`src/rtl/cache_port_arbiter.sv`:
```
// Two-requester arbiter in front of the single Cache port: one transaction in flight, watchdog-bounded.
// Optional build macro CACHE_PORT_ARBITER_ROUND_ROBIN_EN alternates grants on ties instead of fixed priority to port 0.
module cache_port_arbiter #(
  parameter int ADDRESS_BITWIDTH = 32,
  parameter int DATA_BITWIDTH    = 32,
  parameter int TIMEOUT_CYCLES   = 4096
) (
  input  logic                          clk,
  input  logic                          rst,
  input  logic                          p0_req,
  input  logic [ADDRESS_BITWIDTH-1:0]   p0_address,
  input  logic [DATA_BITWIDTH-1:0]      p0_data_in,
  input  logic [DATA_BITWIDTH/8-1:0]    p0_write_enable,
  output logic [DATA_BITWIDTH-1:0]      p0_data_out,
  output logic                          p0_done,
  input  logic                          p1_req,
  input  logic [ADDRESS_BITWIDTH-1:0]   p1_address,
  input  logic [DATA_BITWIDTH-1:0]      p1_data_in,
  input  logic [DATA_BITWIDTH/8-1:0]    p1_write_enable,
  output logic [DATA_BITWIDTH-1:0]      p1_data_out,
  output logic                          p1_done,
  output logic [ADDRESS_BITWIDTH-1:0]   cache_address,
  output logic [DATA_BITWIDTH-1:0]      cache_data_in,
  output logic [DATA_BITWIDTH/8-1:0]    cache_write_enable,
  input  logic [DATA_BITWIDTH-1:0]      cache_data_out,
  input  logic                          cache_data_out_ready,
  input  logic                          cache_busy,
  output logic                          active_port,
  output logic                          timeout
);

  localparam int WE_W = DATA_BITWIDTH / 8;
  localparam int CNT_W = $clog2(TIMEOUT_CYCLES) + 1;
  localparam int unsigned CNT_LAST = (TIMEOUT_CYCLES == 0) ? 0 : TIMEOUT_CYCLES - 1;
  localparam logic [CNT_W-1:0] CNT_MAX = CNT_W'(CNT_LAST);
  localparam bit WDOG_EN = (TIMEOUT_CYCLES != 0);

  typedef enum logic [1:0] {
    S_IDLE  = 2'd0,
    S_ISSUE = 2'd1,
    S_WAIT  = 2'd2
  } state_t;

  state_t                      state_q, state_d;
  logic [ADDRESS_BITWIDTH-1:0] cache_address_q, cache_address_d;
  logic [DATA_BITWIDTH-1:0]    cache_data_in_q, cache_data_in_d;
  logic [WE_W-1:0]             cache_we_q, cache_we_d;
  logic [DATA_BITWIDTH-1:0]    p0_data_q, p0_data_d;
  logic [DATA_BITWIDTH-1:0]    p1_data_q, p1_data_d;
  logic                        p0_done_q, p0_done_d;
  logic                        p1_done_q, p1_done_d;
  logic                        active_port_q, active_port_d;
  logic                        last_grant_q, last_grant_d;
  logic                        timeout_q, timeout_d;
  logic [CNT_W-1:0]            wait_cnt_q, wait_cnt_d;

  logic any_req;
  logic grant;
  logic is_write;
  logic complete;
  logic expired;

  assign any_req  = p0_req | p1_req;
  assign is_write = |cache_we_q;
  assign complete = !cache_busy && (is_write || cache_data_out_ready);
  assign expired  = WDOG_EN && (wait_cnt_q == CNT_MAX);

`ifdef CACHE_PORT_ARBITER_ROUND_ROBIN_EN
  // On a tie the port that did not win last time goes first.
  assign grant = (p0_req && p1_req) ? ~last_grant_q : p1_req;
`else
  assign grant = ~p0_req;
`endif

  always_ff @(posedge clk) begin
    if (rst) begin
      state_q         <= S_IDLE;
      cache_address_q <= '0;
      cache_data_in_q <= '0;
      cache_we_q      <= '0;
      p0_data_q       <= '0;
      p1_data_q       <= '0;
      p0_done_q       <= 1'b0;
      p1_done_q       <= 1'b0;
      active_port_q   <= 1'b0;
      last_grant_q    <= 1'b1;
      timeout_q       <= 1'b0;
      wait_cnt_q      <= '0;
    end else begin
      state_q         <= state_d;
      cache_address_q <= cache_address_d;
      cache_data_in_q <= cache_data_in_d;
      cache_we_q      <= cache_we_d;
      p0_data_q       <= p0_data_d;
      p1_data_q       <= p1_data_d;
      p0_done_q       <= p0_done_d;
      p1_done_q       <= p1_done_d;
      active_port_q   <= active_port_d;
      last_grant_q    <= last_grant_d;
      timeout_q       <= timeout_d;
      wait_cnt_q      <= wait_cnt_d;
    end
  end

  always_comb begin
    state_d         = state_q;
    cache_address_d = cache_address_q;
    cache_data_in_d = cache_data_in_q;
    cache_we_d      = cache_we_q;
    p0_data_d       = p0_data_q;
    p1_data_d       = p1_data_q;
    p0_done_d       = 1'b0;
    p1_done_d       = 1'b0;
    active_port_d   = active_port_q;
    last_grant_d    = last_grant_q;
    timeout_d       = timeout_q;
    wait_cnt_d      = wait_cnt_q;

    case (state_q)
      S_IDLE: begin
        if (any_req) begin
          cache_address_d = grant ? p1_address      : p0_address;
          cache_data_in_d = grant ? p1_data_in      : p0_data_in;
          cache_we_d      = grant ? p1_write_enable : p0_write_enable;
          active_port_d   = grant;
          last_grant_d    = grant;
          state_d         = S_ISSUE;
        end
      end

      S_ISSUE: begin
        wait_cnt_d = '0;
        state_d    = S_WAIT;
      end

      S_WAIT: begin
        if (complete || expired) begin
          // A watchdog-forced read returns zero rather than whatever the cache drives.
          if (!is_write) begin
            if (active_port_q) p1_data_d = complete ? cache_data_out : '0;
            else               p0_data_d = complete ? cache_data_out : '0;
          end
          if (!complete) timeout_d = 1'b1;
          p0_done_d  = ~active_port_q;
          p1_done_d  = active_port_q;
          cache_we_d = '0;
          state_d    = S_IDLE;
        end else if (WDOG_EN) begin
          wait_cnt_d = wait_cnt_q + CNT_W'(1);
        end
      end

      default: state_d = S_IDLE;
    endcase
  end

  assign cache_address      = cache_address_q;
  assign cache_data_in      = cache_data_in_q;
  assign cache_write_enable = cache_we_q;
  assign p0_data_out        = p0_data_q;
  assign p1_data_out        = p1_data_q;
  assign p0_done            = p0_done_q;
  assign p1_done            = p1_done_q;
  assign active_port        = active_port_q;
  assign timeout            = timeout_q;

endmodule

```
`config.mk`:
```
export PLATFORM = sky130hd
export DESIGN_NAME = cache_port_arbiter
export DESIGN_NICKNAME = d
export VERILOG_FILES = /design/src/rtl/cache_port_arbiter.sv
export SDC_FILE = /design/constraint.sdc
export NUM_CORES = 1
export LEC_CHECK = 0
export ABC_CLOCK_PERIOD_IN_PS = 3300
export CAP_MARGIN = 5
export CORE_AREA = 2 2 136 138
export DETAILED_ROUTE_END_ITERATION = 8
export DIE_AREA = 0 0 138 140
export PLACE_DENSITY = 0.72
export SLEW_MARGIN = 20
export SYNTH_ARGS = -nofsm -noshare
export SYNTH_HDL_FRONTEND = slang
export SYNTH_SLANG_ARGS = --single-unit
```
`constraint.sdc`:
```
create_clock -name clk -period 3.3 [get_ports clk]
set_input_delay 0.66 -clock clk [delete_from_list [all_inputs] [get_ports clk]]
set_output_delay 0.66 -clock clk [all_outputs]
set_load 0.02 [all_outputs]
```
==> impl_metrics.csv, run 1 <==
group,metric,value,unit
yosys,synthCells,656,
clocking,clk_root_buffer_cell,"clkbuf_16",
worst_setup_path,path_class,"flop to flop",
global_route,grt_max_degree,70,
sta,report.final.slew_viol_count,0,
yosys,yosysWarnings,0,
sta,hold_viol_final,0,
clocking,ctsResizeCount,0,
clocking,post_cts_buffers,0,
floorplanning,start_util,35.6,%
clocking,cts_hold_buf,0,
yosys,synthFlopType,"dfxtp_1",
power,ir_worst_vdd,0.000354,V
yosys,synthAdderAreaFrac,0.198,%
yosys,syn_nets,831,
clocking,cts_tree,"yes",
worst_setup_path,path_cells,"ha_1, and3_1, nor4b_4, buf_4, o2111ai_4, buf_4, mux2i_1",
layout,drive_gt1_share,6.96,%
drt,drt_iter0_drc,192,
floorplanning,io_pins,310,
sta,fmax,421,MHz
sta,finalCritPeriodShare,72.0,%
drt,first_pass_iters,4,
power,power.leakage,4.24,nW
worst_setup_path,cp-startpoint,"wait_cnt_q[0]",
sta,min_period,2380,ps
global_route,overflow,0,
run_status,status,"complete, no violations",
yosys,synth_area_per_cell,9.64,sq um
placed_design,pre_cts_ws,617,ps
yosys,synth-compound-area-share,11.3,%
worst_setup_path,r2r_setup_slack,920,ps
global_route,grt_pass1_vias,5755,
yosys,async_flop_share,0,%
global_route,grt_first_pass_wirelength,31500,um
worst_setup_path,cp_slowest_cell,"dfxtp_1",
clocking,clkTransAtPathRegs,60,ps
worst_setup_path,crit_arrival,2660,ps
layout,most-common-layout-cells,"clkdlybuf4s50_1, dfxtp_1, mux2i_1",
floorplanning,dieArea,19300,sq um
global_route,grt_usage,20.5,%
job,cap_violations,0,
clocking,clock_sinks,151,
drt,wl_per_cell,16.9,um
layout,final_common_cell,"clkdlybuf4s50_1",
floorplanning,die_w,138,um
clocking,cts_buffers,17,
drt,drc,0,
yosys,synth_cell_type_count,44,
layout,final_util,57.8,%
worst_hold_path,hold_path_class,"flop to flop",
global_route,antenna_found_initial,0,
floorplanning,num_rows,49,
worst_setup_path,path_max_fanout,25,
sta,relSlewSlack,44.4,%
layout,layout.nets,1125,
sta,whs,458,ps
drt,antenna_left,0,
worst_setup_path,crit_top_cell,"buf_4",
clocking,clk_path_buf_depth,2,
worst_setup_path,worstPathRequired,3580,ps
worst_hold_path,hold_start,"p1_data_out[24]",
yosys,ys_ff_latch,151,
layout,layout.cells.non_filler,1192,
placed_design,dp_hpwl,15100,um
sta,layout_setup_ws,923,ps
yosys,synth_top_family_by_area,"multiplexers",
sta,rsz0062_at_grt,"false",
worst_setup_path,cpPeakStageDelay,380,ps
yosys,synth.mux.area_fraction,21.8,%
placed_design,numPortBuffers,309,
yosys,synth-edff-count,0,
sta,skew,21.9,ps
sta,setup_violations,0,
layout,synthToLayoutAreaGrowth,62.6,%
yosys,synthXorXnorAreaFrac,0,%
drt,vias,5832,
drt,via_per_inst,4.89,
yosys,ys_seq_area_share,47.8,%
sta,tightest_slew,826,ps
layout,num_antenna_cells,0,
sta,totalNegativeSetupSlack,0,ps
worst_setup_path,r2r_start,"wait_cnt_q[0]",
placed_design,placedCellCount,1160,
clocking,clk_latency,420,ps
worst_setup_path,cp-start-kind,"flop",
drt,wl,20200,um
yosys,synth-simple-area-share,15.2,%
floorplanning,core-area,17800,sq um
power,p_per_area,486,nW/um^2
worst_setup_path,end_kind,"flop",
floorplanning,die_y,140,um
yosys,synth.cell_area,6320,sq um
placed_design,gp_congestion,0.776,
clocking,htreeDepth,4,
## final cells by class
type | instances | area, sq um
Fill cell | 1598 | 7500
Timing Repair Buffer | 326 | 3260
Multi-Input combinational cell | 450 | 3100
Sequential cell | 151 | 3020
Clock buffer | 19 | 453
Tap cell | 229 | 287
Clock inverter | 13 | 135
Inverter | 4 | 15.0
## cells by family (layout without fill, tap and decap cells)
group	after synthesis	in the layout
AOI/OAI and AO/OA	92	92
adders and majority gates	1	1
DFF	151	151
and+or+nand+nor	220	220
muxes	137	137
buffers and inverters	55	362
## Yosys cell counts (2+ instances only)
library cell,n,area share [%]
o2111ai_2,2,0.47
buf_1,2,0.12
nor4_1,7,0.69
nand2b_1,3,0.30
a32o_1,4,0.63
inv_1,4,0.24
nand2_1,108,6.4
clkbuf_1,37,2.2
and3_1,2,0.20
o21ai_0,2,0.16
nor2_1,70,4.2
nand4_1,2,0.20
nor3_1,5,0.40
mux2i_1,133,21
o211ai_1,2,0.24
a21oi_1,4,0.32
or2_2,5,0.49
a211oi_1,67,8.0
mux2_2,4,0.71
nand3_1,6,0.47
buf_2,6,0.47
nand3b_1,3,0.36
or4_1,2,0.24
buf_4,6,0.71
dfxtp_1,151,48
## registers in the layout, summed over array words and instances (netlist names)
name                count
active_port             1
cache_address          32
cache_data_in          32
cache_write_enable      4
p0_data_out            32
p0_done                 1
p1_data_out            32
p1_done                 1
state_q                 2
timeout                 1
wait_cnt_q             13
## worst max-delay path: cells and delay by family (launching register included)
family	cells	cell delay, ps
multiplexers	1	160
adder cells (fa/ha/maj)	1	250
AND/OR/NAND/NOR	2	580
AO/OA/AOI/OAI	1	230
buffers and inverters	2	640
flip-flops	1	380
## path summary, 6_finish.rpt
path,cells after the start,end
min reg2reg,2,p1_data_out[24]
max,7,p1_data_out[22]
max reg2reg,7,p1_data_out[22]
min,2,p1_data_out[24]
## stage by stage
stage	cell area, sq um	power, W
after floorplan	6320	0.00254
after global placement	9690	0.00311
after detailed placement	9690	0.00311
after CTS	10300	0.00506
after global routing	10300	0.00521
final	10300	0.00499
## power breakdown
group	internal, W	total [W]	switching (W)
clock network	0.00110	0.00193	0.000823
registers	0.00194	0.00201	0.0000716
logic	0.000542	0.00105	0.000513
## metal layers
layer / global-route usage (%) / wire [um]
met2: 34.4 / 9610
met1: 24.2 / 8450
met4: 5.96 / 265
met3: 8.17 / 1830
met5: 0 / 0
(Power assumes the default switching activity.)
==> run 2: changes to the inputs <==
- ABC_CLOCK_PERIOD_IN_PS: 3300 -> 2400
- clock period: 3.3 -> 2.4 ns (I/O delays scaled with it)
==> run 2 against run 1 <==
Via count is 0.12% higher. Clock skew is 12 ps lower. Utilization is 0.26 points higher. First-iteration DRC count is 10% lower. Combinational power is 39% higher. Sequential power is 38% higher. Global-route usage is 0.25 points higher. Clock power is 34% higher. Sequential share of layout area is 0.13 points lower. Critical path type is now flop to primary output. Final area is 0.45% higher. Worst setup slack worse by 690 ps.
==> impl_metrics.csv, run 2 (synthesized netlist as in run 1, its figures left out) <==
group,metric,value,unit
run_status,status,"complete, no violations",
layout,layout.cells.non_filler,1193,
layout,layout.nets,1125,
drt,via_per_inst,4.89,
worst_setup_path,cp_slowest_cell,"clkdlybuf4s50_1",
floorplanning,core-area,17800,sq um
drt,drc,0,
clocking,cts_hold_buf,0,
worst_setup_path,r2r_end,"cache_write_enable[2]",
drt,wl_per_cell,17.0,um
global_route,antenna_found_initial,1,
clocking,clk_root_buffer_cell,"clkbuf_16",
sta,tightest_slew,690,ps
power,finalPower,0.00682,W
floorplanning,io_pins,310,
placed_design,gp_congestion,0.780,
sta,min_period,2160,ps
worst_hold_path,hold_depth,2,
global_route,grt_max_degree,78,
worst_setup_path,worstPathRequired,1920,ps
floorplanning,start_util,35.6,%
drt,antenna_left,0,
clocking,clk_path_buf_depth,2,
sta,skew,10.4,ps
sta,rsz0062_at_grt,"false",
worst_setup_path,path_class,"flop to primary output",
layout,final_common_cell,"clkdlybuf4s50_1",
worst_hold_path,hold_start,"rst",
worst_setup_path,crit_arrival,1680,ps
floorplanning,die_y,140,um
worst_setup_path,end_kind,"primary output",
worst_setup_path,r2r_start,"wait_cnt_q[0]",
worst_setup_path,cp.buffers_inverters,1,
sta,setup_violations,0,
floorplanning,num_rows,49,
power,ir_worst_vdd,0.000528,V
worst_hold_path,hold_path_class,"input pin to flop",
worst_setup_path,r2r_setup_slack,330,ps
sta,totalNegativeSetupSlack,0,ps
sta,layout_setup_ws,235,ps
sta,hold_viol_final,0,
job,cap_violations,0,
layout,most-common-layout-cells,"clkdlybuf4s50_1, dfxtp_1, mux2i_1",
drt,first_pass_iters,4,
layout,synthToLayoutAreaGrowth,63.3,%
placed_design,placedCellCount,1160,
layout,n_fill_cell,1565,
global_route,grt_pass1_vias,5631,
clocking,htreeDepth,4,
layout,drive_gt1_share,6.96,%
worst_setup_path,path_cells,"clkdlybuf4s50_1",
global_route,grt_first_pass_wirelength,31700,um
clocking,post_cts_buffers,0,
global_route,grt_usage,20.7,%
worst_setup_path,path_max_fanout,5,
clocking,clk_latency,430,ps
clocking,cts_buffers,17,
worst_setup_path,r2r_cells,5,
layout,multiInputGateArea,3100,sq um
placed_design,dp_hpwl,15000,um
worst_setup_path,cpPeakStageDelay,780,ps
sta,fmax,462,MHz
floorplanning,die_w,138,um
global_route,overflow,0,
floorplanning,dieArea,19300,sq um
placed_design,pre_cts_ws,108,ps
power,power.leakage,4.25,nW
clocking,cts_tree,"yes",
sta,finalCritPeriodShare,90.2,%
layout,area.sequential,3020,sq um
clocking,ctsResizeCount,0,
sta,report.final.slew_viol_count,0,
worst_setup_path,cp-start-kind,"flop",
clocking,clkTransAtPathRegs,60,ps
placed_design,numPortBuffers,309,
worst_hold_path,whs_endpoint,"timeout",
drt,drt_iter0_drc,172,
drt,vias,5839,
drt,wl,20300,um
sta,relSlewSlack,53.5,%
power,p_per_area,660,nW/um^2
clocking,clock_sinks,151,
worst_setup_path,cpLargestDelayFamily,"buffers and inverters",
==> run 2: cell count changes in the layout (fill, tap and decap cells not counted), sizes merged <==
cell and change:
diode +1, clkbuf -2, clkinvlp +1, clkinv +1
==> run 2: metrics by stage <==
step | util, % | area, sq um | hold WS [ps]
floorplan | - | 6320 | 443
global placement | 54.9 | 9750 | 444
detailed placement | 54.9 | 9750 | 452
CTS | 58.1 | 10300 | 409
global route | 58.1 | 10300 | 425
finish | 58.1 | 10300 | 426
==> run 2: final cells by class <==
| type | instances | area share [%] |
|---|---|---|
| Sequential cell | 151 | 29.3 |
| Inverter | 4 | 0.145 |
| Multi-Input combinational cell | 450 | 30.1 |
| Antenna cell | 1 | 0.0242 |
| Clock buffer | 17 | 4.12 |
| Tap cell | 229 | 2.78 |
| Timing Repair Buffer | 326 | 32.2 |
| Clock inverter | 15 | 1.39 |
==> run 2: how the worst max path moves through the flow <==
stage	from	endpoint	slack [ps]	cells past startpoint
finish	active_port	active_port	240	1
global route	active_port	active_port	180	1
CTS	active_port	active_port	200	1
detailed placement	cache_data_out_ready	cache_write_enable[3]	110	5
global placement	cache_data_out_ready	cache_write_enable[2]	110	5
floorplan	p0_req	cache_address[10]	560	7
==> run 2: routing by layer <==
layer	GRT usage [%]	wire length, um
met4	5.96	320
met2	34.1	9550
met1	24.8	8630
met3	8.75	1760
met5	0	0
==> run 2: power by group <==
part	switching [W]	total (W)	internal (W)
combinational	0.000705	0.00146	0.000754
clock	0.00114	0.00259	0.00145
sequential	0.0000992	0.00277	0.00267
